--- config.mk ---
export PLATFORM = sky130hd
export DESIGN_NAME = muldiv_unit_flat
export DESIGN_NICKNAME = d
export VERILOG_FILES = /design/src/rtl/muldiv_if.sv /design/src/rtl/muldiv_unit.sv /design/src/flat_wrapper.sv
export SDC_FILE = /design/constraint.sdc
export NUM_CORES = 1
export LEC_CHECK = 0
export BUFFER_PORTS_ARGS = -buffer_cell sky130_fd_sc_hd__buf_4
export CAP_MARGIN = 20
export CORE_MARGIN = 10
export CORE_UTILIZATION = 35
export DETAILED_ROUTE_END_ITERATION = 10
export REMOVE_ABC_BUFFERS = 1
export SLEW_MARGIN = 20
export SYNTH_ARGS = -nofsm -noshare
export SYNTH_HDL_FRONTEND = slang
export SYNTH_SLANG_ARGS = --single-unit
--- constraint.sdc ---
create_clock -name clock -period 9.2 [get_ports clock]
set_input_delay 0.92 -clock clock [delete_from_list [all_inputs] [get_ports clock]]
set_output_delay 0.92 -clock clock [all_outputs]
set_load 0.01 [all_outputs]
--- src/rtl/muldiv_if.sv ---
`default_nettype none
// ============================================================================
//  Module      : muldiv_if
//  Description : CPU-side bus of the iterative multiply/divide unit. The
//                master modport is the pipeline, the slave modport the unit.
//  Revision    : 1.0 - initial release
// ============================================================================
interface muldiv_if #(
    parameter int DataWidth = 32
);
    logic                 enable;
    logic                 start;
    logic [2:0]           op;
    logic [DataWidth-1:0] a;
    logic [DataWidth-1:0] b;
    logic                 mthi;
    logic                 mtlo;
    logic                 flush;
    logic                 busy;
    logic                 done;
    logic [DataWidth-1:0] high;
    logic [DataWidth-1:0] low;

    modport master (
        output enable, start, op, a, b, mthi, mtlo, flush,
        input  busy, done, high, low
    );

    modport slave (
        input  enable, start, op, a, b, mthi, mtlo, flush,
        output busy, done, high, low
    );
endinterface
`default_nettype wire

--- src/rtl/muldiv_unit.sv ---
`default_nettype none
// ============================================================================
//  Module      : muldiv_unit
//  Description : Iterative multiply / divide / multiply-accumulate unit that
//                owns the HI/LO registers. One result bit per cycle, fixed
//                latency of DataWidth+1 cycles, busy/done handshake, flush.
//  Revision    : 1.0 - initial release
// ============================================================================
module muldiv_unit #(
    parameter int DataWidth = 32
) (
    input  wire logic clock,
    input  wire logic reset,
    muldiv_if.slave   bus
);

    localparam int CNT_W  = $clog2(DataWidth + 1);
    localparam int PROD_W = 2 * DataWidth;

    typedef enum logic [1:0] {
        IDLE   = 2'd0,
        RUN    = 2'd1,
        FINISH = 2'd2
    } state_t;

    state_t               state_q,  state_d;
    logic                 is_div_q, is_div_d;   // divide (vs multiply family)
    logic                 is_sub_q, is_sub_d;   // MSUB/MSUBU
    logic                 neg_lo_q, neg_lo_d;   // negate product / quotient
    logic                 neg_hi_q, neg_hi_d;   // negate remainder
    logic                 div0_q,   div0_d;     // divisor was zero
    logic [DataWidth-1:0] mag_q,    mag_d;      // |b|: multiplicand or divisor
    logic [PROD_W-1:0]    work_q,   work_d;     // {partial, multiplier} or {rem, quo}
    logic [PROD_W-1:0]    acc_q,    acc_d;      // accumulator, or {a, 0} for divides
    logic [CNT_W-1:0]     cnt_q,    cnt_d;
    logic [DataWidth-1:0] hi_q,     hi_d;
    logic [DataWidth-1:0] lo_q,     lo_d;
    logic                 done_q,   done_d;

    // ------------------------------------------------------------------
    // Operand decode for the accepting edge
    // ------------------------------------------------------------------
    logic                 op_div;
    logic                 op_acc;
    logic                 op_signed;
    logic                 sign_a;
    logic                 sign_b;
    logic [DataWidth-1:0] abs_a;
    logic [DataWidth-1:0] abs_b;

    assign op_div    = (bus.op[2:1] == 2'b01);
    assign op_acc    = bus.op[2];
    assign op_signed = ~bus.op[0];
    assign sign_a    = op_signed & bus.a[DataWidth-1];
    assign sign_b    = op_signed & bus.b[DataWidth-1];
    assign abs_a     = sign_a ? (~bus.a + 1'b1) : bus.a;
    assign abs_b     = sign_b ? (~bus.b + 1'b1) : bus.b;

    // ------------------------------------------------------------------
    // One iteration step
    // ------------------------------------------------------------------
    // Shift-add: add the multiplicand into the upper half when the current
    // multiplier bit (LSB) is set, then shift the whole pair right.
    logic [DataWidth:0]   mul_sum;
    // Restoring division: shift the next dividend bit into the remainder and
    // subtract the divisor when it fits; the quotient bit enters at the LSB.
    logic [DataWidth:0]   div_shift;
    logic [DataWidth:0]   div_diff;
    logic                 div_ge;

    assign mul_sum   = {1'b0, work_q[PROD_W-1:DataWidth]}
                     + (work_q[0] ? {1'b0, mag_q} : {(DataWidth + 1){1'b0}});
    assign div_shift = {work_q[PROD_W-1:DataWidth], work_q[DataWidth-1]};
    assign div_diff  = div_shift - {1'b0, mag_q};
    assign div_ge    = (div_shift >= {1'b0, mag_q});

    // ------------------------------------------------------------------
    // Final sign correction and accumulation
    // ------------------------------------------------------------------
    logic [PROD_W-1:0]    prod_signed;
    logic [PROD_W-1:0]    mul_result;
    logic [DataWidth-1:0] quo_signed;
    logic [DataWidth-1:0] rem_signed;

    assign prod_signed = neg_lo_q ? (~work_q + 1'b1) : work_q;
    assign mul_result  = is_sub_q ? (acc_q - prod_signed) : (acc_q + prod_signed);
    assign quo_signed  = neg_lo_q ? (~work_q[DataWidth-1:0] + 1'b1)
                                  : work_q[DataWidth-1:0];
    assign rem_signed  = neg_hi_q ? (~work_q[PROD_W-1:DataWidth] + 1'b1)
                                  : work_q[PROD_W-1:DataWidth];

    // Next-state and datapath update; everything holds while enable is low
    always_comb begin
        state_d  = state_q;
        is_div_d = is_div_q;
        is_sub_d = is_sub_q;
        neg_lo_d = neg_lo_q;
        neg_hi_d = neg_hi_q;
        div0_d   = div0_q;
        mag_d    = mag_q;
        work_d   = work_q;
        acc_d    = acc_q;
        cnt_d    = cnt_q;
        hi_d     = hi_q;
        lo_d     = lo_q;
        done_d   = done_q;

        if (bus.enable) begin
            done_d = 1'b0;
            case (state_q)
                IDLE: begin
                    if (bus.start) begin
                        // start wins over mthi/mtlo; accumulator sees pre-edge HI/LO
                        state_d  = RUN;
                        is_div_d = op_div;
                        is_sub_d = op_acc & bus.op[1];
                        neg_lo_d = sign_a ^ sign_b;
                        neg_hi_d = sign_a;
                        div0_d   = (bus.b == {DataWidth{1'b0}});
                        mag_d    = abs_b;
                        work_d   = {{DataWidth{1'b0}}, abs_a};
                        if (op_acc) begin
                            acc_d = {hi_q, lo_q};
                        end else if (op_div) begin
                            acc_d = {bus.a, {DataWidth{1'b0}}};
                        end else begin
                            acc_d = {PROD_W{1'b0}};
                        end
                        cnt_d    = CNT_W'(DataWidth);
                    end else begin
                        if (bus.mthi) hi_d = bus.a;
                        if (bus.mtlo) lo_d = bus.a;
                    end
                end
                RUN: begin
                    if (bus.flush) begin
                        state_d = IDLE;
                    end else begin
                        if (is_div_q) begin
                            work_d = {div_ge ? div_diff[DataWidth-1:0] : div_shift[DataWidth-1:0],
                                      work_q[DataWidth-2:0], div_ge};
                        end else begin
                            work_d = {mul_sum, work_q[DataWidth-1:1]};
                        end
                        cnt_d = cnt_q - CNT_W'(1);
                        if (cnt_q == CNT_W'(1)) begin
                            state_d = FINISH;
                        end
                    end
                end
                FINISH: begin
                    state_d = IDLE;
                    if (!bus.flush) begin
                        done_d = 1'b1;
                        if (!is_div_q) begin
                            hi_d = mul_result[PROD_W-1:DataWidth];
                            lo_d = mul_result[DataWidth-1:0];
                        end else if (div0_q) begin
                            hi_d = acc_q[PROD_W-1:DataWidth];
                            lo_d = {DataWidth{1'b1}};
                        end else begin
                            hi_d = rem_signed;
                            lo_d = quo_signed;
                        end
                    end
                end
                default: begin
                    state_d = IDLE;
                end
            endcase
        end
    end

    // State and datapath registers, cleared asynchronously
    always_ff @(posedge clock or posedge reset) begin
        if (reset) begin
            state_q  <= IDLE;
            is_div_q <= 1'b0;
            is_sub_q <= 1'b0;
            neg_lo_q <= 1'b0;
            neg_hi_q <= 1'b0;
            div0_q   <= 1'b0;
            mag_q    <= {DataWidth{1'b0}};
            work_q   <= {PROD_W{1'b0}};
            acc_q    <= {PROD_W{1'b0}};
            cnt_q    <= {CNT_W{1'b0}};
            hi_q     <= {DataWidth{1'b0}};
            lo_q     <= {DataWidth{1'b0}};
            done_q   <= 1'b0;
        end else begin
            state_q  <= state_d;
            is_div_q <= is_div_d;
            is_sub_q <= is_sub_d;
            neg_lo_q <= neg_lo_d;
            neg_hi_q <= neg_hi_d;
            div0_q   <= div0_d;
            mag_q    <= mag_d;
            work_q   <= work_d;
            acc_q    <= acc_d;
            cnt_q    <= cnt_d;
            hi_q     <= hi_d;
            lo_q     <= lo_d;
            done_q   <= done_d;
        end
    end

    assign bus.busy = (state_q != IDLE);
    assign bus.done = done_q;
    assign bus.high = hi_q;
    assign bus.low  = lo_q;

endmodule
`default_nettype wire

--- src/flat_wrapper.sv ---
// flat-port wrapper written by rule: the top's interface ports become plain ports
module muldiv_unit_flat 
#(
    parameter int DataWidth = 32
)
  (clock, reset, bus_enable, bus_start, bus_op, bus_a, bus_b, bus_mthi, bus_mtlo, bus_flush, bus_busy, bus_done, bus_high, bus_low);
  muldiv_if #(.DataWidth(DataWidth)) bus_i ();
  input  wire logic clock;
  input  wire logic reset;
  input wire logic [$bits(bus_i.enable)-1:0] bus_enable;
  input wire logic [$bits(bus_i.start)-1:0] bus_start;
  input wire logic [$bits(bus_i.op)-1:0] bus_op;
  input wire logic [$bits(bus_i.a)-1:0] bus_a;
  input wire logic [$bits(bus_i.b)-1:0] bus_b;
  input wire logic [$bits(bus_i.mthi)-1:0] bus_mthi;
  input wire logic [$bits(bus_i.mtlo)-1:0] bus_mtlo;
  input wire logic [$bits(bus_i.flush)-1:0] bus_flush;
  output wire logic [$bits(bus_i.busy)-1:0] bus_busy;
  output wire logic [$bits(bus_i.done)-1:0] bus_done;
  output wire logic [$bits(bus_i.high)-1:0] bus_high;
  output wire logic [$bits(bus_i.low)-1:0] bus_low;
  assign bus_i.enable = bus_enable;
  assign bus_i.start = bus_start;
  assign bus_i.op = bus_op;
  assign bus_i.a = bus_a;
  assign bus_i.b = bus_b;
  assign bus_i.mthi = bus_mthi;
  assign bus_i.mtlo = bus_mtlo;
  assign bus_i.flush = bus_flush;
  assign bus_busy = bus_i.busy;
  assign bus_done = bus_i.done;
  assign bus_high = bus_i.high;
  assign bus_low = bus_i.low;
  muldiv_unit #(.DataWidth(DataWidth)) u_core (.clock(clock), .reset(reset), .bus(bus_i));
endmodule
# After elaboration in Yosys (flattened, before gate mapping)
# Cells that the tools add are included.
word_totals:
  regBits: 238
  input_bits: 74
  out_inout_bits: 66
  wordCells: 90
classes:
  add_sub_neg: 10
  magnitude_cmp: 1
  eq_ne: 11
  muxes: 35
  n_bitwise: 10
  reduce_logical: 10
ops:
  columns: ["op", "count"]
  rows:
  - ["$mux 32", 16]
  - ["$mux 64", 7]
  - ["$add 32x1->32 const B", 4]
  - ["$not 32->32", 4]
  - ["$pmux 32 s2", 2]
  - ["$pmux 64 s2", 1]
  - ["$add 64x1->64 const B", 1]
  - ["$add 64x64->64", 1]
  - ["$not 64->64", 1]
  - ["$sub 64x64->64", 1]
  - ["$add 32x32->33", 1]
  - ["$ge 33x32->1", 1]
  - ["$logic_not 32->1", 1]
  - ["$sub 32x32->32", 1]
  - ["$mux 6", 2]
  - ["$ne 2x2->1 const B", 6]
  - ["$pmux 6 s2", 1]
  - ["$reduce_and 5->1", 2]
  - ["$eq 6x1->1 const B", 1]
  - ["$mux 2", 3]
  - ["$reduce_and 3->1", 2]
  - ["$reduce_bool 2->1", 3]
  - ["$sub 6x1->6 const B", 1]
  - ["$eq 2x1->1 const B", 2]
  - ["9 further kinds", 12]

# Longest topological paths before layout
# Gate-level depths: netlist of the first run.
depth:
  ltp_word: 8
  ltp_mapped: 28
  depth_no_buf: 25

# Least setup slack after synthesis of the first run
# OpenSTA, ideal clock, no wires.
synth_path:
  path_kind: "register to register"
  start: "reg u_core.work_q[0]"
  end: "reg u_core.hi_q[20] (netlist: u_core.bus.high[20])"
  setup_ns: 0.082
  arrival_time_ns: 6.287
  t_required_ns: 9.118
  slack_ns: 2.831
  path_stages_with_launch: 27
  path_buffers: 2
  period_less_slack_ns: 6.369
  cell_sequence: "dfrtp_1 > clkinv_1 > buf_1 > ha_1 > clkbuf_1 > nor4b_2 > nand4b_1 > or4_1 > nor2_1 > nor2_1 > o32ai_1 > nand4_1 > nor2_1 > a21oi_1 > xor2_1 > ha_1 > nand3_1 > or4_1 > nor3_1 > o21ai_0 > a41o_1 > a21bo_2 > o21a_1 > a21boi_0 > xor2_1 > o211ai_1 > a31oi_1"
synth_via:
  elab_chain_len: 8
  word_cells_on_any_way: 9
  cone_classes: "add/sub (3); mux (5); bitwise (1)"
synth_rtl:
  columns: ["item", "line_no", "rtl"]
  rows:
  - ["start: declaration", "muldiv_unit.sv:33", "logic [PROD_W-1:0] work_q, work_d;"]
  - ["start signal: assignment", "muldiv_unit.sv:184", "work_q <= {PROD_W{1'b0}};"]
  - ["start signal: assignment", "muldiv_unit.sv:198", "work_q <= work_d;"]
  - ["$not 64->64", "muldiv_unit.sv:85", "assign prod_signed = neg_lo_q ? (~work_q + 1'b1) : work_q;"]
  - ["$add 64x1->64", "muldiv_unit.sv:85", null]
  - ["$mux 64 (*)", "muldiv_unit.sv:85", null]
  - ["$add 64x64->64 or $sub 64x64->64 (tied branches)", "muldiv_unit.sv:86", "assign mul_result = is_sub_q ? (acc_q - prod_signed) : (acc_q + prod_signed);"]
  - ["$mux 64 (*)", "muldiv_unit.sv:86", null]
  - ["$mux 32 (*)", "muldiv_unit.sv:155", "if (!is_div_q) begin"]
  - ["$mux 32 (*)", "muldiv_unit.sv:153", "if (!bus.flush) begin"]
  - ["$pmux 32 s2 (*)", "muldiv_unit.sv:110", "case (state_q)"]
  - ["end signal: assignment", "muldiv_unit.sv:187", "hi_q <= {DataWidth{1'b0}};"]
  - ["end signal: assignment", "muldiv_unit.sv:201", "hi_q <= hi_d;"]
  - ["end: declaration", "muldiv_unit.sv:36", "logic [DataWidth-1:0] hi_q, hi_d;"]
# Mark *: on every way between the ends. The rest lies on a longest branch, timed or not. The select of a mux whose other input is x is not followed.
# A chain may end at the register's enable or synchronous reset.

# Final worst setup path of the first run
layout_path:
  start: "reg u_core.work_q[1]"
  end: "reg u_core.hi_q[28] (netlist: u_core.bus.high[28])"
# Same word-level chain as after synthesis.

==> results of run 1 <==
-- cell usage in the layout (no fill, tap or decap), types with 13 or more instances in the layout --
cell | synthesis | layout
nand2_1 | 413 | 412
o21ai_0 | 318 | 318
a21oi_1 | 286 | 286
nor2_1 | 250 | 249
dfrtp_1 | 238 | 234
buf_4 | 0 | 171
xnor2_1 | 169 | 169
xor2_1 | 160 | 160
ha_1 | 133 | 133
inv_1 | 94 | 93
nand3_1 | 89 | 89
a21o_1 | 81 | 81
mux2i_1 | 63 | 63
nor3_1 | 58 | 58
a22oi_1 | 51 | 51
a31oi_1 | 45 | 45
o211ai_1 | 37 | 37
clkbuf_16 | 0 | 35
nand2b_1 | 34 | 33
or3_1 | 31 | 31
and3_1 | 30 | 30
nor4_1 | 26 | 25
o31ai_1 | 24 | 24
nor2b_1 | 25 | 21
nand4_1 | 20 | 20
and2_1 | 19 | 19
o21bai_1 | 19 | 19
a211oi_1 | 17 | 17
o221ai_1 | 17 | 17
o21a_1 | 16 | 16
or2_2 | 16 | 16
o22ai_1 | 14 | 14
o41ai_1 | 13 | 13
-- power by group through the flow --
stage,Combinational (mW),Sequential (mW),Clock [mW]
floorplan,5.30,1.92,0
global placement,7.10,2.08,0
detailed placement,7.08,2.09,0
CTS,7.12,2.07,1.35
global route,7.92,2.14,1.39
finish,7.19,2.09,1.32
-- state kept, by name, indices dropped and copies added (netlist names) --
signal and count:
u_core.acc_q 64, u_core.bus.done 1, u_core.bus.high 32, u_core.bus.low 32, u_core.cnt_q 6, u_core.div0_q 1, u_core.is_div_q 1, u_core.is_sub_q 1
u_core.mag_q 32, u_core.neg_hi_q 1, u_core.neg_lo_q 1, u_core.state_q 2, u_core.work_q 64
-- final timing paths --
kind	startpoint	end	slack [ns]
max	u_core.work_q[1]	u_core.bus.high[28]	1.62
min	u_core.mag_q[7]	u_core.mag_q[7]	0.47
max reg2reg	u_core.work_q[1]	u_core.bus.high[28]	1.62
min reg2reg	u_core.mag_q[7]	u_core.mag_q[7]	0.47
max in group asynchronous	reset	u_core.is_sub_q	7.30
min in group asynchronous	reset	u_core.mag_q[3]	0.48
-- per-stage QoR --
| step | cell area [sq um] | setup slack [ns] |
|---|---|---|
| floorplan | 22900 | -0.574 |
| global route | 26500 | 0.996 |
| detailed placement | 25400 | 1.87 |
| finish | 26500 | 1.62 |
| CTS | 26500 | 1.81 |
| global placement | 25400 | 2.08 |
-- worst max-delay path, delay by kind of cell (launching register included) --
| kind | cells | cell delay (ns) |
|---|---|---|
| buffers and inverters | 1 | 0.11 |
| xor gates and xnor gates | 2 | 0.25 |
| and+or+nand+nor | 11 | 3.87 |
| adders and majority gates | 2 | 0.76 |
| AOI/OAI and AO/OA | 8 | 2.00 |
| DFF | 1 | 0.46 |
-- layout make-up --
cell class / instances / area (sq um) / share of cell area
Clock buffer: 43 / 926 / 0.0350
Multi-Input combinational cell: 2633 / 16700 / 0.630
Clock inverter: 16 / 145 / 0.00548
Timing Repair Buffer: 172 / 1300 / 0.0492
Inverter: 95 / 364 / 0.0138
Sequential cell: 238 / 5960 / 0.225
Antenna cell: 1 / 2.50 / 0.0000945
Tap cell: 873 / 1090 / 0.0413
-- cells by family (layout without fill, tap and decap cells) --
kind of cell             Yosys count  in the layout
flip-flops                       238            238
buffers and inverters            313            326
other                              0              1
XOR/XNOR                         329            329
adder cells (fa/ha/maj)          136            136
AND/OR/NAND/NOR                 1076           1076
multiplexers                      64             64
AO/OA/AOI/OAI                   1028           1028
-- per-layer routing --
metal | part of all wire | vias to the layer above
met5 | 0 | -
met4 | 0.033 | 0
met3 | 0.062 | 162
met2 | 0.47 | 788
met1 | 0.44 | 11194
li1 | - | 11366
==> results.json, run 1 <==
{
  "status": "complete, no violations",
  "clkTransAtPathRegs_ns": 0.06,
  "skew_ns": 0.0309,
  "synth_mux_area_frac": 0.0270,
  "sw_frac_of_total": 0.519,
  "crit_type": "flop to flop",
  "netlist_area_sq_um": 23800,
  "area_growth_pct": 11.2,
  "power_frac_seq": 0.197,
  "r2r_cells": 24,
  "fin_setup_tns_ns": 0,
  "die-area_sq_um": 78800,
  "grt.total_usage": 0.217,
  "clkPwrFrac": 0.125,
  "numClockSinks": 238,
  "yosysTopAreaCellShare": 0.250,
  "drt_pass1_iterations": 6,
  "netlist_instances": 3184,
  "io_pins": 140,
  "gp_congestion": 0.989,
  "use_met1": 0.280,
  "port_buffers": 139,
  "arrival_ns": 8.02,
  "crit_chain": "inv_1 > ha_1 > nor4b_2 > nand4b_1 > or4_1 > nor2_1 > nor2_1 > o32ai_1 > nand4_1 > nor2_1 > a21oi_1 > xor2_1 > ha_1 > nand3_1 > or4_1 > nor3_1 > o21ai_0 > a41o_1 > a21oi_1 > o311ai_0 > a21o_1 > nand2_1 > xor2_1 > a221o_1",
  "yosysMostFrequentCell": "nand2_1",
  "coreArea_sq_um": 67300,
  "numCtsBuffers": 34,
  "placedCellCount": 4011,
  "drc": 0,
  "stdcell_count": 4071,
  "combPwrFrac": 0.678,
  "p_leak_nw": 11.5,
  "netlist_top_cells_area": "dfrtp_1 (25%), ha_1 (7.0%), o21ai_0 (6.7%)",
  "yosys_warnings": 0,
  "synth-xor-area-share": 0.121,
  "use_met3": 0.0352,
  "clockRootBuffer": "clkbuf_16",
  "antenna_found_initial": 0,
  "hp-class": "flop to flop",
  "seq_area_frac_synth": 0.250,
  "layout.nets": 3384,
  "grt_max_degree": 145,
  "synth.largest_area_cell": "dfrtp_1",
  "holdPathStages": 2,
  "grt_pass1_vias": 22497,
  "drv_cap": 0,
  "ctsResizeCount": 0,
  "drt_iter0_drc": 2056,
  "path_max_fanout": 11,
  "use_met2": 0.363,
  "dpl.hpwl_mm": 66.2,
  "rows": 95,
  "ant_nets": 0,
  "avgSynthCellArea_sq_um": 7.48,
  "power_mw": 10.6,
  "max_stage_delay_ns": 0.70,
  "setup_viol_count_final": 0,
  "synth_simple_gate_area_frac": 0.213,
  "die_width_microns": 281,
  "die_height_microns": 281,
  "internal_power_mw": 5.11,
  "via_per_inst": 5.77,
  "synth_compound_area_frac": 0.266,
  "final_util": 0.394,
  "power.density_nw_per_um2": 401,
  "min_period_over_period": 0.824,
  "net-switching-power_mw": 5.50,
  "cts_tree": "done",
  "cp_slowest_cell": "nor4b_2",
  "layout-drive-gt1-share": 0.0891,
  "fmax_mhz": 132,
  "slew_viol_final": 0,
  "routed_wl_mm": 88.5,
  "ys_types": 90,
  "timing.hold.ws_ns": 0.473,
  "max-clock-path-buffers": 3,
  "wl_per_cell_microns": 21.7,
  "initial_utilization": 0.354,
  "hold_violations": 0,
  "synth-seq-cells": 238,
  "synth_edf_count": 0,
  "cts-htree-levels": 2,
  "setup.worst_path.end_class": "flop",
  "ir_worst_vdd_mv": 0.183,
  "synth_commonest_cells": "nand2_1 (413), o21ai_0 (318), a21oi_1 (286)",
  "synth_top_flop_cell": "dfrtp_1",
  "rsz0062_at_grt": "no",
  "busiest_layer": "met2",
  "tightest_slew_ns": 1.15,
  "fin_crit_ns": 7.58,
  "insertion_delay_ns": 0.56,
  "crit_path_start_kind": "flop",
  "cp.required_ns": 9.65,
  "final.fill_count": 7071,
  "gr-total-overflow": 0,
  "async_flop_share": 1.00,
  "critPathMostFrequentCell": "nor2_1",
  "postCtsHoldBufs": 0,
  "maxSlewHeadroom": 0.225,
  "postCtsSetupRepairBufs": 0,
  "synthAdderAreaFrac": 0.0724,
  "vias": 23510,
  "synth_top_family_by_area": "compound AO/OA/AOI/OAI gates",
  "grt_pass1_wl_mm": 135
}
Note: power is estimated with default switching activity, not from simulation.
==> run 2, diff against run 1 <==
Clock period 9.2 ns to 6.62 ns, I/O delays scaled along.
==> results.json, run 2 (synthesized netlist as in run 1, its figures left out) <==
{
  "status": "complete, no violations",
  "coreArea_sq_um": 67300,
  "cts-htree-levels": 1,
  "routed_wl_mm": 89.2,
  "path_delay_family": "compound AO/OA/AOI/OAI gates",
  "grt_max_degree": 100,
  "clkTransAtPathRegs_ns": 0.07,
  "die-area_sq_um": 78800,
  "multi_input_area_sq_um": 16800,
  "grt.total_usage": 0.219,
  "reg_top3": "u_core.acc_q x64, u_core.work_q x64",
  "max_stage_delay_ns": 0.59,
  "setup.worst_path.end_class": "flop",
  "power.density_nw_per_um2": 555,
  "numClockSinks": 238,
  "min_period_over_period": 0.949,
  "startpoint": "u_core.work_q[5]",
  "via_per_inst": 5.75,
  "setup_viol_count_final": 0,
  "clockRootBuffer": "clkbuf_16",
  "cp_num_buf_inv": 3,
  "antenna_found_initial": 0,
  "layout_commonest_cell": "nand2_1",
  "mostFrequentLayoutCells": "nand2_1 (412), o21ai_0 (318), a21oi_1 (285)",
  "place_ws_ns": 0.202,
  "cp_slowest_cell": "or4_1",
  "gr-total-overflow": 0,
  "grt_pass1_wl_mm": 137,
  "r2r-end": "u_core.bus.high[28]",
  "area_growth_pct": 14.0,
  "tightest_slew_ns": 1.10,
  "postCtsHoldBufs": 0,
  "final.fill_count": 7076,
  "gp_congestion": 1.00,
  "grt_pass1_vias": 22730,
  "initial_utilization": 0.354,
  "crit_path_start_kind": "flop",
  "skew_ns": 0.0177,
  "slew_viol_final": 0,
  "die_width_microns": 281,
  "drv_cap": 0,
  "drt_iter0_drc": 2134,
  "drc": 0,
  "r2r_cells": 25,
  "path_max_fanout": 10,
  "crit_type": "flop to flop",
  "rows": 95,
  "maxSlewHeadroom": 0.265,
  "fmax_mhz": 159,
  "ir_worst_vdd_mv": 0.266,
  "max-clock-path-buffers": 3,
  "insertion_delay_ns": 0.61,
  "hp-class": "input pin to asynchronous set/reset pin",
  "cp.required_ns": 7.12,
  "wl_per_cell_microns": 21.5,
  "arrival_ns": 6.78,
  "p_leak_nw": 11.9,
  "layout.nets": 3463,
  "numCtsBuffers": 31,
  "fin_ws_ns": 0.335,
  "regArea_sq_um": 5960,
  "regToRegSetupSlack_ns": 0.33,
  "ant_nets": 0,
  "io_pins": 140,
  "hold_violations": 0,
  "rsz0062_at_grt": "no",
  "fin_crit_ns": 6.29,
  "drt_pass1_iterations": 5,
  "worstSetupPathDepth": 25,
  "power_mw": 15.1,
  "dpl.hpwl_mm": 67.3,
  "n_antenna_cell": 0,
  "port_buffers": 139,
  "critical_path.endpoint": "u_core.bus.high[28]",
  "cts_tree": "done",
  "layout-drive-gt1-share": 0.117,
  "die_height_microns": 281,
  "reg2reg_from": "u_core.work_q[5]",
  "vias": 23856
}
[run 2: cell types whose count changed in the layout (fill, tap and decap cells not counted), moves of 2 or more]
| cell | before | now |
|---|---|---|
| buf_4 | 171 | 251 |
| clkbuf_16 | 35 | 31 |
| clkbuf_8 | 2 | 5 |
| ha_1 | 133 | 131 |
| ha_2 | 0 | 2 |
| nand3_1 | 89 | 87 |
| nand3_2 | 1 | 3 |
| nor2_1 | 249 | 247 |
| nor2_2 | 1 | 3 |
| o32ai_1 | 3 | 1 |
| o32ai_2 | 0 | 2 |
| o41ai_1 | 13 | 11 |
| o41ai_2 | 2 | 4 |
[run 2: layout make-up]
class	count	share of cell area
sequential	238	0.220
inverter	95	0.0134
clock buffer	43	0.0321
tap	873	0.0402
timing repair buffer	254	0.0719
clock inverter	15	0.00521
multi-input combinational	2633	0.617
[run 2: repair_timing]
action	CTS	global route
gates resized for setup	0	18
setup buffers	0	1
endpoints found under the setup margin	0	18
[run 2: layer usage]
| layer | global-route usage | routed length [microns] | up-vias |
|---|---|---|---|
| met4 | 0.0744 | 3420 | 0 |
| met1 | 0.288 | 38800 | 11340 |
| met3 | 0.0235 | 5110 | 166 |
| li1 | - | - | 11525 |
| met5 | 0 | 0 | - |
| met2 | 0.368 | 41800 | 825 |
[run 2: how the worst min path moves through the flow]
stage	start	endpoint	cells after the start
4_1_cts	reset	u_core.mag_q[4]	2
3_3_place_gp	u_core.mag_q[21]	u_core.mag_q[21]	2
6_report	reset	u_core.mag_q[4]	2
3_5_place_dp	u_core.acc_q[18]	u_core.acc_q[18]	2
5_1_grt	reset	u_core.mag_q[5]	2
2_1_floorplan	u_core.acc_q[10]	u_core.acc_q[10]	2
[run 2: through the flow]
step                utilization  TNS (ns)  std cells  hold slack, ns  cell area (sq um)
floorplan                     -   -344.37       2966           0.445              22900
global placement          0.387         0       4091           0.461              26000
detailed placement        0.387         0       4091           0.470              26000
CTS                       0.402         0       4149           0.209              27000
global route              0.403         0       4151           0.244              27100
finish                    0.403         0       4151           0.192              27100
[run 2: where the power goes]
| part | total (mW) | switching, mW | internal, mW |
|---|---|---|---|
| clock network | 1.72 | 0.731 | 0.994 |
| logic | 10.6 | 6.25 | 4.39 |
| registers | 2.72 | 0.743 | 1.98 |
==> run 3, diff against run 2 <==
Settings changed: CTS_BUF_LIST from default to sky130_fd_sc_hd__clkbuf_8.
==> results.json, run 3 (synthesized netlist as in run 1, its figures left out) <==
{
  "status": "complete, no violations",
  "ant_nets": 0,
  "numCtsBuffers": 48,
  "fmax_mhz": 158,
  "r2r_cells": 25,
  "min_period_over_period": 0.954,
  "die-area_sq_um": 78800,
  "coreArea_sq_um": 67300,
  "reg_top3": "u_core.acc_q x64, u_core.work_q x64",
  "slew_viol_final": 0,
  "initial_utilization": 0.354,
  "ir_worst_vdd_mv": 0.261,
  "layout-drive-gt1-share": 0.123,
  "insertion_delay_ns": 0.68,
  "drt_pass1_iterations": 9,
  "drc": 0,
  "final.fill_count": 7102,
  "place_ws_ns": 0.202,
  "max-clock-path-buffers": 3,
  "io_pins": 140,
  "clockRootBuffer": "clkbuf_8",
  "via_per_inst": 5.75,
  "setup.worst_path.end_class": "flop",
  "fin_crit_ns": 6.31,
  "grt_pass1_vias": 22918,
  "fin_ws_ns": 0.306,
  "cp.required_ns": 7.16,
  "layout_commonest_cell": "nand2_1",
  "numClockSinks": 238,
  "hp-class": "input pin to asynchronous set/reset pin",
  "drv_cap": 0,
  "port_buffers": 139,
  "p_leak_nw": 12.0,
  "reg2reg_from": "u_core.work_q[5]",
  "cts_tree": "done",
  "crit_path_start_kind": "flop",
  "power.density_nw_per_um2": 555,
  "grt.total_usage": 0.221,
  "area_growth_pct": 14.0,
  "cp_num_buf_inv": 3,
  "crit_type": "flop to flop",
  "tightest_slew_ns": 1.13,
  "routed_wl_mm": 89.8,
  "fin_setup_tns_ns": 0,
  "hold_violations": 0,
  "grt_pass1_wl_mm": 138,
  "rows": 95,
  "layout.nets": 3479,
  "dpl.hpwl_mm": 67.3,
  "die_width_microns": 281,
  "mostFrequentLayoutCells": "nand2_1 (412), o21ai_0 (318), a21oi_1 (285)",
  "r2r-end": "u_core.bus.high[28]",
  "skew_ns": 0.0610,
  "setup_viol_count_final": 0,
  "gr-total-overflow": 0,
  "die_height_microns": 281,
  "clkTransAtPathRegs_ns": 0.06,
  "regToRegSetupSlack_ns": 0.31,
  "cp_slowest_cell": "or4_1",
  "wl_per_cell_microns": 21.5,
  "path_delay_family": "compound AO/OA/AOI/OAI gates",
  "cts-htree-levels": 2,
  "antenna_found_initial": 1,
  "max_stage_delay_ns": 0.60,
  "drt_iter0_drc": 2203,
  "vias": 24039,
  "arrival_ns": 6.85,
  "gp_congestion": 1.00,
  "maxSlewHeadroom": 0.243,
  "path_max_fanout": 10,
  "grt_max_degree": 100
}
[run 3: cell types whose count changed in the layout (fill, tap and decap cells not counted)]
cell / previous run / this run
clkbuf_16: 31 / 0
bufinv_16: 2 / 3
clkinv_4: 1 / 0
buf_16: 1 / 0
inv_6: 2 / 1
clkbuf_1: 7 / 0
clkinv_2: 8 / 10
clkinvlp_4: 2 / 3
inv_1: 93 / 103
diode_2: 0 / 1
clkbuf_8: 5 / 59
[run 3: final cells by class]
class                           count  area [sq um]  share of cell area
Clock inverter                     27           209             0.00770
Antenna cell                        1          2.50           0.0000922
Clock buffer                       59           812              0.0299
Multi-Input combinational cell   2633         16800               0.618
Sequential cell                   238          5960               0.220
Tap cell                          873          1090              0.0403
Inverter                           95           364              0.0134
Timing Repair Buffer              253          1920              0.0709
[run 3: routing by layer]
layer,part of all wire,GRT usage,vias to the layer above
met5,0,0,-
li1,-,-,11582
met1,0.44,0.289,11463
met2,0.47,0.368,819
met4,0.036,0.0766,0
met3,0.058,0.0316,175
[run 3: worst register-to-register path, stage by stage, from the launching register on]
cell and delay, ns:
dfrtp_1 0.37, or4_1 0.60, buf_4 0.19, or4_4 0.54, or3_1 0.45, nor2_1 0.10
nor2_1 0.08, o32ai_2 0.30, nand4_1 0.20, nor2_1 0.23, buf_4 0.20, a41oi_1 0.14
xor2_1 0.19, ha_1 0.36, a21oi_1 0.20, o21bai_1 0.09, a21oi_1 0.34, a21o_1 0.21
a41o_1 0.18, a21oi_2 0.10, o311ai_0 0.31, buf_4 0.18, a21o_1 0.14, nand2_1 0.07
xor2_1 0.14, a221o_1 0.31
[run 3: per-stage QoR]
step                      hold WS (ns)  utilization  power (mW)  cell area [sq um]  std cells
after CTS                        0.163        0.402        14.9              27000       4177
after global placement           0.461        0.387        13.1              26000       4091
after global routing             0.177        0.403        16.3              27100       4178
after floorplan                  0.445            -        10.0              22900       2966
final                            0.132        0.403        15.1              27100       4179
after detailed placement         0.470        0.387        13.1              26000       4091
[run 3: worst max path at each step]
stage                                start                   to  slack (ns)  depth (start not counted)
after floorplan                 bus_enable      u_core.acc_q[0]       -2.90                          3
after global placement    u_core.work_q[5]  u_core.bus.high[28]        0.35                         24
after detailed placement  u_core.work_q[1]  u_core.bus.high[28]        0.20                         26
after CTS                 u_core.work_q[1]  u_core.bus.high[28]        0.18                         26
after global routing      u_core.work_q[5]  u_core.bus.high[28]       -0.02                         23
final                     u_core.work_q[5]  u_core.bus.high[28]        0.31                         25
[run 3: repair_timing]
action                                  4_1_cts  5_1_grt
gates resized for setup                       0       18
hold buffers                                  0        0
buffers inserted                              0        1
endpoints found under the setup margin        0       18
[run 3: where the power goes]
part           internal, mW  switching (mW)
registers              1.98           0.745
clock network         0.924           0.775
logic                  4.38            6.25
